### src/rtl/r2_seg7_display.sv
// r2_seg7_display
//   Shows the 13-bit R2 debug value of pipe_MIPS32 on a 4-digit, common-anode,
//   time-multiplexed 7-segment display.
//   - Binary to BCD via a sequential double-dabble engine (13 shift steps).
//   - Digit scanner with a REFRESH_DIV-cycle prescaler per digit.
//   Optional build macro: LEADING_ZERO_BLANK_EN
//     When defined, digits 3..1 are blanked while they and every higher digit
//     are zero. Digit 0 is always shown.
module r2_seg7_display #(
   parameter int REFRESH_DIV = 100000
) (
   input  logic        clk,
   input  logic        rst,
   input  logic [12:0] value_in,
   output logic [15:0] bcd_out,
   output logic        busy,
   output logic [3:0]  an_n,
   output logic [6:0]  seg_n,
   output logic        dp_n
);

   // Prescaler width; a divide of 1 still needs a one-bit counter.
   localparam int               PRE_W    = (REFRESH_DIV > 1) ? $clog2(REFRESH_DIV) : 1;
   localparam logic [PRE_W-1:0] PRE_LAST = PRE_W'(REFRESH_DIV - 1);

   typedef enum logic [1:0] {
      IDLE  = 2'd0,
      SHIFT = 2'd1,
      DONE  = 2'd2
   } state_t;

   genvar gi;

   // ------------------------------------------------------------------
   // Conversion engine state
   // ------------------------------------------------------------------
   state_t      state_reg;
   logic [12:0] last_q;        // value whose BCD is currently in bcd_out
   logic [12:0] capture_reg;   // value being converted
   logic [28:0] shift_reg;     // {BCD[15:0], binary[12:0]}
   logic [3:0]  cnt;           // shifts already performed
   logic [15:0] bcd_adj;       // BCD part after the add-3 correction
   logic [28:0] shift_next;

   // Add-3 correction on every BCD nibble that is 5 or more, so the
   // following left shift carries correctly into the next decimal digit.
   generate
      for (gi = 0; gi < 4; gi++) begin : g_adj
         assign bcd_adj[gi*4 +: 4] =
            (shift_reg[13 + gi*4 +: 4] >= 4'd5) ? (shift_reg[13 + gi*4 +: 4] + 4'd3)
                                                : shift_reg[13 + gi*4 +: 4];
      end
   endgenerate

   // Corrected BCD and untouched binary part shifted left by one as a whole.
   assign shift_next = {bcd_adj[14:0], shift_reg[12:0], 1'b0};

   // Conversion FSM: detect a new value, run 13 double-dabble steps, publish.
   always_ff @(posedge clk or posedge rst) begin
      if (rst) begin
         state_reg   <= IDLE;
         last_q      <= '0;
         capture_reg <= '0;
         shift_reg   <= '0;
         cnt         <= '0;
         bcd_out     <= '0;
         busy        <= 1'b0;
      end else begin
         case (state_reg)
            IDLE: begin
               // Input is only looked at here, so changes during a
               // conversion are picked up once it has finished.
               if (value_in != last_q) begin
                  capture_reg <= value_in;
                  shift_reg   <= {16'h0000, value_in};
                  cnt         <= 4'd0;
                  busy        <= 1'b1;
                  state_reg   <= SHIFT;
               end
            end
            SHIFT: begin
               shift_reg <= shift_next;
               cnt       <= cnt + 4'd1;
               if (cnt == 4'd12) begin
                  state_reg <= DONE;
               end
            end
            DONE: begin
               bcd_out   <= shift_reg[28:13];
               last_q    <= capture_reg;
               busy      <= 1'b0;
               state_reg <= IDLE;
            end
            default: begin
               busy      <= 1'b0;
               state_reg <= IDLE;
            end
         endcase
      end
   end

   // ------------------------------------------------------------------
   // Digit scanner
   // ------------------------------------------------------------------
   logic [PRE_W-1:0] prescale_reg;
   logic [1:0]       digit_idx;
   logic [3:0]       digit_val;
   logic             digit_blank;
   logic [3:0]       an_next;
   logic [6:0]       seg_next;

   // Segment patterns {g,f,e,d,c,b,a}, active-low; non-decimal codes go dark.
   function automatic logic [6:0] seg_decode(input logic [3:0] d);
      logic [6:0] s;
      case (d)
         4'd0:    s = 7'b1000000;
         4'd1:    s = 7'b1111001;
         4'd2:    s = 7'b0100100;
         4'd3:    s = 7'b0110000;
         4'd4:    s = 7'b0011001;
         4'd5:    s = 7'b0010010;
         4'd6:    s = 7'b0000010;
         4'd7:    s = 7'b1111000;
         4'd8:    s = 7'b0000000;
         4'd9:    s = 7'b0010000;
         default: s = 7'b1111111;
      endcase
      return s;
   endfunction

   // Prescaler: advance to the next digit every REFRESH_DIV cycles.
   always_ff @(posedge clk or posedge rst) begin
      if (rst) begin
         prescale_reg <= '0;
         digit_idx    <= 2'd0;
      end else if (prescale_reg == PRE_LAST) begin
         prescale_reg <= '0;
         digit_idx    <= digit_idx + 2'd1;
      end else begin
         prescale_reg <= prescale_reg + PRE_W'(1);
      end
   end

`ifdef LEADING_ZERO_BLANK_EN
   // lz[i] is set when digit i and every digit above it are zero.
   logic [3:0] lz;
   generate
      for (gi = 0; gi < 4; gi++) begin : g_lz
         assign lz[gi] = ~|bcd_out[15:gi*4];
      end
   endgenerate
   assign digit_blank = (digit_idx != 2'd0) && lz[digit_idx];
`else
   assign digit_blank = 1'b0;
`endif

   // Select the active digit and form its anode and segment patterns.
   always_comb begin
      digit_val = bcd_out[{digit_idx, 2'b00} +: 4];
      an_next   = ~(4'b0001 << digit_idx);
      seg_next  = digit_blank ? 7'b1111111 : seg_decode(digit_val);
   end

   // Register the display drive every cycle so a new bcd_out shows up
   // without waiting for the digit boundary.
   always_ff @(posedge clk or posedge rst) begin
      if (rst) begin
         an_n  <= 4'b1110;
         seg_n <= 7'b1000000;
      end else begin
         an_n  <= an_next;
         seg_n <= seg_next;
      end
   end

   assign dp_n = 1'b1;

endmodule

### config.mk
export PLATFORM = sky130hd
export DESIGN_NAME = r2_seg7_display
export DESIGN_NICKNAME = d
export VERILOG_FILES = /design/src/rtl/r2_seg7_display.sv
export SDC_FILE = /design/constraint.sdc
export NUM_CORES = 1
export LEC_CHECK = 0
export CAP_MARGIN = 40
export CORE_ASPECT_RATIO = 0.9
export CORE_MARGIN = 3
export CORE_UTILIZATION = 31
export DETAILED_ROUTE_END_ITERATION = 7
export PLACE_DENSITY = 0.59
export REMOVE_ABC_BUFFERS = 1
export SYNTH_ARGS = -nofsm -noshare
export SYNTH_HDL_FRONTEND = slang
export SYNTH_SLANG_ARGS = --single-unit
### constraint.sdc
create_clock -name clk -period 3.9 [get_ports clk]
set_input_delay 0.78 -clock clk [delete_from_list [all_inputs] [get_ports clk]]
set_output_delay 0.78 -clock clk [all_outputs]
set_load 0.005 [all_outputs]
==> metrics <==
Logic pwr share a little over a third; worst path required time ~4.1 ns; fin crit period 2.76 ns; vias in the first global route 3,317; Clk pin slew, worst setup/hold paths 0.07 ns; worst vdd rail ir drop 299 uV; crit-path max cell delay a little under 0.5 ns; most common cell after layout, fill and taps aside dfrtp_1; CP Launch Type primary input; most frequent cells in the layout dfrtp_1 (104), clkdlybuf4s50_1 (42), mux2_2 (31); CTS resizes 0; Final Max Tran Viols 0; post-synth top area cell dfrtp_1; maximum root-to-sink buffer count 2; status finished clean; Net Sw Power approximately 0.0014 W; Finished Core Util slightly below 40%; unrepaired setup endpoints after global routing false; Final Net Count 512; I/O pin count 44; FFs w/ async S/R, synth 100%; final setup fails 0; max reg flops 29; core area around 0.016 mm^2; Setup crit end shift_reg[0]; Synth Flop Type dfrtp_1; layout cells sized above 1 between 10 and 15%; clock sinks between 100 and 150; slowest CP cell clkdlybuf4s50_1; via count between 3,000 and 4,000; Die X 142 um; Worst slew margin between 40% and 50%; worst clock skew between 0.005 and 0.006 ns; Setup crit start value_in[8]; H-tree depth 3; Crit Path Class primary input to flip-flop; Total GRT Usage a little under an eighth; Syn Std Cell Area just over 0.005 mm^2; CP Cell Sequence clkdlybuf4s50_1, xor2_1, nor4_1, nand4_1, buf_4, nor3b_4, buf_4, a221o_1; Post-CTS Hold Buffers 0; CTS Buf Count 9; antenna cells 0; Post-CTS Setup Repair Bufs 0; antenna violations before repair 0; R2R Setup Slk around 1.5 ns; r2r startpoint state_reg[1]; CP Capture Type flip-flop; largest net degree at the start of global routing 63; synth top area cells dfrtp_1 (51%), mux2_2 (6.8%), ha_1 (4.9%); r2r worst-path depth 3; critical path arrival 2.99 ns; LEAKAGE 2.76 nW; PortBufs 42; # DRC 0; Synth top area share between 50% and 60%; GRT overflow 0; die footprint 0.0181 mm^2; HPWL Detailed slightly below 7000 um; Slew @ Worst Pin roughly 0.84 ns; PD cells ~720 mW/mm^2; #FFs+latches synth 108; clock share of power a little over a fifth; first-pass GRT wire length between 15,000 and 20,000 um; DIE HEIGHT around 130 um; syn_area_per_cell roughly 12 um^2; Pint slightly below 0.003 W; setup TNS 0 ns; Worst Path Buf+Inv 3; Worst R2R End bcd_out[10]; Worst path top cell family by delay buffers and inverters; clock latency on the worst-skew pair around 0.35 ns; Sw Share between 30% and 40%; Initial Utilization between 30% and 40%; Root Driver clkbuf_16; Max Fanout on Critical Path 26; antenna viol nets, final 0; # rows 43; First DRT Iteration DRCs approximately 200; Post-synth EDFFs 0; Final Hold Vio Count 0; drt pass-1 iters 4; CTS tree done; total of max-cap violations 0; critical path depth 8; P&R area growth vs syn 18.8%; Seq/Total Area, Yosys a little over half; Routed WL per cell approximately 15 um; Cell variety after synth 43; vias per cell slightly below 5; Tcrit/Tclk final 70.8%; Yosys warning total 0; Mapped Cells 437; final RePlAce weighted congestion between 0.7 and 0.8; WL final 10,100 um; min-delay worst type flip-flop to flip-flop; FMAX approximately 360 MHz; crit-path most repeated cell buf_4; Seq pwr share roughly 43%
## layout make-up
cell class	instances	area [um^2]
clock buffers	15	268
fillers	1529	9730
inverters	23	88.8
clock inverters	1	30.0
flip-flops and latches	108	2710
well taps	202	253
repair buffers	50	513
multi-input cells	285	2230
## cell usage after synthesis (3+ instances only)
library cell	number
a211o_1	11
a21o_1	3
a21oi_1	11
a22o_1	27
buf_2	7
clkbuf_1	9
dfrtp_1	104
dfstp_2	4
ha_1	20
inv_1	23
mux2_2	31
mux2_4	7
mux4_2	3
nand2_1	29
nand2b_1	5
nand3_1	9
nand4_1	5
nor2_1	23
nor3_1	4
nor3b_1	14
o21ai_0	23
o2bb2ai_1	3
xnor2_1	13
xor2_1	22
## cell families after synthesis
logic type	count (synthesis)	synth area share (%)
AO/OA/AOI/OAI	84	11.6
XOR/XNOR	35	5.98
adder cells (fa/ha/maj)	20	4.88
buffers and inverters	44	3.68
flip-flops	108	52.8
multiplexers	43	10.6
other	1	0.0731
AND/OR/NAND/NOR	102	10.4
## power groups by stage
stage	registers, W	clock network [W]	logic (W)
6_report	0.00188	0.000925	0.00158
3_3_place_gp	0.00189	0	0.00148
4_1_cts	0.00188	0.000947	0.00160
5_1_grt	0.00194	0.000989	0.00176
2_1_floorplan	0.00181	0	0.00106
3_5_place_dp	0.00190	0	0.00159
## worst min-delay path by stage
stage                 endpoint  cells past startpoint             from  slack [ns]
5_1_grt        prescale_reg[0]                      1  prescale_reg[0]        0.51
6_report       prescale_reg[4]                      1  prescale_reg[4]        0.47
2_1_floorplan  prescale_reg[4]                      1  prescale_reg[4]        0.45
4_1_cts        prescale_reg[4]                      1  prescale_reg[4]        0.48
3_5_place_dp   prescale_reg[4]                      1  prescale_reg[4]        0.46
3_3_place_gp   prescale_reg[4]                      1  prescale_reg[4]        0.46
## per-layer routing
layer | track usage, % | vias up | share of wire [%]
met1 | 15.6 | 1681 | 48
met5 | 0 | - | 0
li1 | - | 1610 | -
met2 | 17.2 | 77 | 45
met4 | 4.46 | 0 | 1.9
met3 | 3.28 | 19 | 4.8
## through the flow
step                setup slack [ns]  hold WS (ns)  instances  total power, W  instance area, um^2
detailed placement             0.767         0.463        668         0.00349                 5790
floorplan                      0.281         0.446        416         0.00287                 5030
finish                          1.14         0.471        684         0.00439                 6090
CTS                             1.13         0.477        684         0.00443                 6090
global placement               0.755         0.465        667         0.00337                 5770
global route                    1.03         0.507        684         0.00468                 6090
No activity file was read; power rests on OpenSTA's default activity.
